$ cat src/rtl/dmem_access_ctrl.sv
// MEM-stage load/store sequencer for a valid/ready data bus with RV32I byte/half/word formatting.
// Optional feature: define MISALIGN_TRAP_EN to trap misaligned H/W accesses instead of issuing them.
module dmem_access_ctrl #(
  parameter int TIMEOUT = 15
) (
  input  logic        clk,
  input  logic        rst,
  input  logic        mem_read,
  input  logic        mem_write,
  input  logic [2:0]  funct3,
  input  logic [31:0] addr,
  input  logic [31:0] wdata,
  input  logic        flush,
  output logic        req_valid,
  output logic        req_we,
  output logic [31:0] req_addr,
  output logic [31:0] req_wdata,
  output logic [3:0]  req_be,
  input  logic        req_ready,
  input  logic        rsp_valid,
  input  logic [31:0] rsp_rdata,
  output logic        stall,
  output logic [31:0] load_data,
  output logic        load_valid,
  output logic        bus_err,
  output logic        misalign
);

  typedef enum logic [2:0] {S_IDLE, S_REQ, S_WAIT, S_ABORT, S_DONE} state_t;
  typedef enum logic [1:0] {SZ_B, SZ_H, SZ_W} size_t;

  typedef struct packed {
    logic [1:0] off;
    size_t      sz;
    logic       uns;
  } lat_t;

  localparam logic [7:0] CNT_MAX = 8'(TIMEOUT - 1);

  state_t      state;
  lat_t        lat;
  logic [7:0]  cnt;
  logic        access, mis;
  size_t       sz;
  logic [3:0]  be_n;
  logic [31:0] wd_n;

  assign access = (mem_read | mem_write) & ~flush;

  always_comb begin
    sz = SZ_W;
    case (funct3[1:0])
      2'b00:   sz = SZ_B;
      2'b01:   sz = SZ_H;
      default: sz = SZ_W;
    endcase
  end

  always_comb begin
    be_n = 4'b1111;
    wd_n = wdata;
    case (sz)
      SZ_B: begin
        be_n = 4'b0001 << addr[1:0];
        wd_n = {4{wdata[7:0]}};
      end
      SZ_H: begin
        be_n = addr[1] ? 4'b1100 : 4'b0011;
        wd_n = {2{wdata[15:0]}};
      end
      default: begin
        be_n = 4'b1111;
        wd_n = wdata;
      end
    endcase
  end

`ifdef MISALIGN_TRAP_EN
  assign mis = ((sz == SZ_H) & addr[0]) | ((sz == SZ_W) & (addr[1:0] != 2'b00));
`else
  assign mis = 1'b0;
`endif

  // A trapped misaligned access must not stall, or the trap unit could never flush it.
  assign misalign = (state == S_IDLE) & access & mis;
  assign stall    = ((state == S_IDLE) & access & ~mis) | (state == S_REQ) |
                    (state == S_WAIT) | ((state == S_ABORT) & access);

  function automatic logic [31:0] fmt(input logic [31:0] d, input lat_t l);
    logic [7:0]  b;
    logic [15:0] h;
    case (l.off)
      2'd0:    b = d[7:0];
      2'd1:    b = d[15:8];
      2'd2:    b = d[23:16];
      default: b = d[31:24];
    endcase
    h = l.off[1] ? d[31:16] : d[15:0];
    case (l.sz)
      SZ_B:    fmt = l.uns ? {24'b0, b} : {{24{b[7]}}, b};
      SZ_H:    fmt = l.uns ? {16'b0, h} : {{16{h[15]}}, h};
      default: fmt = d;
    endcase
  endfunction

  always_ff @(posedge clk or posedge rst) begin
    if (rst) begin
      state      <= S_IDLE;
      lat        <= '0;
      cnt        <= '0;
      req_valid  <= 1'b0;
      req_we     <= 1'b0;
      req_addr   <= '0;
      req_wdata  <= '0;
      req_be     <= '0;
      load_data  <= '0;
      load_valid <= 1'b0;
      bus_err    <= 1'b0;
    end else begin
      load_valid <= 1'b0;
      bus_err    <= 1'b0;
      case (state)
        S_IDLE: if (access && !mis) begin
          req_valid <= 1'b1;
          req_we    <= ~mem_read;
          req_addr  <= {addr[31:2], 2'b00};
          req_be    <= be_n;
          req_wdata <= wd_n;
          lat       <= '{off: addr[1:0], sz: sz, uns: funct3[2]};
          state     <= S_REQ;
        end
        S_REQ: if (req_ready) begin
          // Accepted together with a flush: the response still has to be drained.
          req_valid <= 1'b0;
          cnt       <= '0;
          state     <= flush ? S_ABORT : S_WAIT;
        end else if (flush) begin
          req_valid <= 1'b0;
          state     <= S_IDLE;
        end
        S_WAIT: if (flush) begin
          cnt   <= '0;
          state <= rsp_valid ? S_IDLE : S_ABORT;
        end else if (rsp_valid) begin
          if (!req_we) begin
            load_data  <= fmt(rsp_rdata, lat);
            load_valid <= 1'b1;
          end
          state <= S_DONE;
        end else if (cnt == CNT_MAX) begin
          bus_err <= 1'b1;
          if (!req_we) load_data <= '0;
          state <= S_DONE;
        end else begin
          cnt <= cnt + 8'd1;
        end
        S_ABORT: if (rsp_valid || cnt == CNT_MAX) state <= S_IDLE;
                 else cnt <= cnt + 8'd1;
        S_DONE:  state <= S_IDLE;
        default: state <= S_IDLE;
      endcase
    end
  end

endmodule

$ cat config.mk
export PLATFORM = sky130hd
export DESIGN_NAME = dmem_access_ctrl
export DESIGN_NICKNAME = d
export VERILOG_FILES = /design/src/rtl/dmem_access_ctrl.sv
export SDC_FILE = /design/constraint.sdc
export NUM_CORES = 1
export LEC_CHECK = 0
export ABC_AREA = 1
export CAP_MARGIN = 20
export CORE_ASPECT_RATIO = 0.75
export CORE_MARGIN = 3
export CORE_UTILIZATION = 42
export CTS_BUF_LIST = sky130_fd_sc_hd__clkbuf_4 sky130_fd_sc_hd__clkbuf_8
export DETAILED_ROUTE_END_ITERATION = 12
export HOLD_SLACK_MARGIN = 0.06
export PLACE_DENSITY_LB_ADDON = 0.05
export SLEW_MARGIN = 0
export SYNTH_ARGS = -nofsm -noshare
export SYNTH_HDL_FRONTEND = slang
export SYNTH_SLANG_ARGS = --single-unit
$ cat constraint.sdc
create_clock -name clk -period 4 [get_ports clk]
set_input_delay 0.4 -clock clk [delete_from_list [all_inputs] [get_ports clk]]
set_output_delay 0.4 -clock clk [all_outputs]
set_load 0.1 [all_outputs]
==> impl_results.md <==
- Status: complete, no violations
- Area grow syn2layout: 42.2%
- H-tree level count: 4
- Iter 0 DRT Violations: 403
- Vias per cell: around 4.9
- Diodes inserted: 0
- Hold Crit Class: reg -> reg
- Congestion Overflow GR: 0
- Seq/Total Area, Yosys: 49.2%
- DIE WIDTH: 144 µm
- Nets@finish: 1100
- Initial Util: a little over two fifths
- Site Rows: 37
- Cell with the most instances after synthesis: nand2_1
- Crit path launch: req_wdata[19]
- Syn_area_per_cell: approximately 7.5 µm²
- FF-to-FF End: load_data[5]
- Crit. End Element: output pin
- TritonCTS clock tree: yes
- Area of the mapped netlist: 0.00601 mm²
- FMAX: 419 MHz
- Critical Path Start Type: flop
- RSZ-0062 raised after global routing: false
- DR pass1 iterations: 5
- Final worst path period share: 59.6%
- Final GP Congestion: 0.848
- Syn Inst Count: 796
- CP delay by family, top: buffers and inverters
- Maximum capacitance violations: 0
- CP max FO: 2
- CTS Hold Bufs: 0
- Max Slew Vio Count: 0
- DR WL/cell: 14.9 µm
- Worst-path clk slew: ~0.08 ns
- IO Pins: 212
- Slowest cell on crit path: clkdlybuf4s50_1
- Layout Skew: 0.0108 ns
- Slew HR: approximately 30%
- Setup TNS: 0 ns
- PnR worst setup slack: about 1.6 ns
- Synth top area cells: dfrtp_1, nand2_1, a21oi_1, nor2_1, nand2_2
- Clk sinks: 118
- # resized after CTS: 0
- DP Worst Slack: 1.59 ns
- GRT Overall Usage: 22.6%
- Post-synth EDFFs: 0
- CP Cell Sequence: clkdlybuf4s50_1
- Die Ht: 110 µm
- Setup violators final: 0
- Distinct cells, synth: 40
- Detailed-route wire length: around 18000 µm
- Post-CTS setup buffer count: 0
- Die area: 0.0158 mm²
- CP Data Arrival Time: 1.98 ns
- Post-DRT Antenna Nets: 0
- Cell taking the most area after synthesis: dfrtp_1
- # fillers: approximately 1300
- Buffers on Ports: 208
- Critical path type: reg -> out
- DP HPWL: 12600 µm
- Tightest Pin Transition: 1.05 ns
- Vias in the first global route: 5354
- Worst skew pair latency: 0.43 ns
- Core area: 0.0138 mm²
- R2R depth: 7
- Layout cell share with drive strength beyond 1: 8.86%
- Initial antenna violation count: 0
- Top post-synthesis cells by count: nand2_1, dfrtp_1, nor2_1
- CP bufs+invs: 1
- Critical Path RT: 3.60 ns
- Synth top area share: 49.2%
- Worst R2R Setup Slack: 1.92 ns
- Reg-to-reg critical path startpoint: state[0]
- Register bit total from synthesis: between 100 and 150
- Async SR Flop Fraction: 100%
- Worst path depth: 1
- Largest net degree at the start of global routing: 75
- DRC: 0
- Synth warn: 0
- Worst setup endpoint: req_wdata[19]
- First-pass GRT wire length: 27900 µm
- CP peak stage delay: about 1.2 ns
- Final Hold Vio Count: 0
- Top_reg_cell synth: dfrtp_1
- Min Tclk post-route: approximately 2.4 ns
- Clock Tree Buf Depth: 2
- CTS buffer count: 17
- DR vias: between 5000 and 6000
- CTS root buffer: clkbuf_8
## through the flow
stage               hold WS, ns  area (µm²)  cells  utilization (%)
finish                    0.473        8540   1180             61.7
global route              0.483        8540   1180             61.7
CTS                       0.462        8540   1180             61.7
detailed placement        0.458        8140   1148             58.8
global placement          0.452        8140   1148             58.8
floorplan                 0.473        6010    798                -
## state kept, by name, indices dropped and copies added, names as in the netlist
name and cells:
req_valid 1, req_wdata 32, load_valid 1, state 3
bus_err 1, cnt 8, lat 5, req_we 1
load_data 32, req_be 4, req_addr 30
## metal layers
layer / global-route usage [%] / wire, µm
met5: 0 / 0
met1: 31.7 / 8320
met3: 8.83 / 1630
met4: 5.71 / 183
met2: 32.8 / 7500
## logic make-up (layout without fill, tap and decap cells)
kind of cell	after synthesis	after routing	synth area share, %
flip-flops	118	118	49.2
AND/OR/NAND/NOR	476	476	32.8
AO/OA/AOI/OAI	115	115	10.6
buffers and inverters	83	290	6.77
XOR/XNOR	1	1	0.146
adder cells (fa/ha/maj)	2	2	0.417
other	1	3	0.0624
## layout make-up
type,instances,area [µm²],area share [%]
Sequential cell,118,2950,34.6
Multi-Input combinational cell,597,2650,31.1
Timing Repair Buffer,212,2130,25.0
Clock buffer,19,255,2.99
Tap cell,175,219,2.56
Inverter,46,179,2.10
Clock inverter,13,145,1.70
## cell usage in the layout (no fill, tap or decap), types with 3 or more instances in the layout
cell,instances
nand2_1,343
clkdlybuf4s50_1,207
dfrtp_1,118
nor2_1,64
a21oi_1,58
inv_1,34
nand2_2,27
o21ai_0,24
nand3_1,24
clkbuf_8,18
o21ai_1,13
inv_2,8
o211ai_1,7
nand4_1,6
nor2_2,4
a31oi_1,4
inv_6,4
nand3_2,3
clkinv_2,3
conb_1,3
clkinvlp_4,3
buf_4,3
## worst min-delay path by stage
| stage | slack, ns | cells past startpoint | to | from |
|---|---|---|---|---|
| 2_1_floorplan | 0.47 | 1 | bus_err | rsp_valid |
| 3_3_place_gp | 0.45 | 2 | req_wdata[1] | req_wdata[1] |
| 3_5_place_dp | 0.46 | 2 | req_addr[19] | req_addr[19] |
| 4_1_cts | 0.46 | 3 | req_addr[14] | addr[14] |
| 5_1_grt | 0.48 | 3 | req_addr[14] | addr[14] |
| 6_report | 0.47 | 2 | req_addr[4] | req_addr[4] |
Power is left out: the tool's default activity adds up to more than one toggle a clock period on the data nets, which glitch-free logic cannot reach.
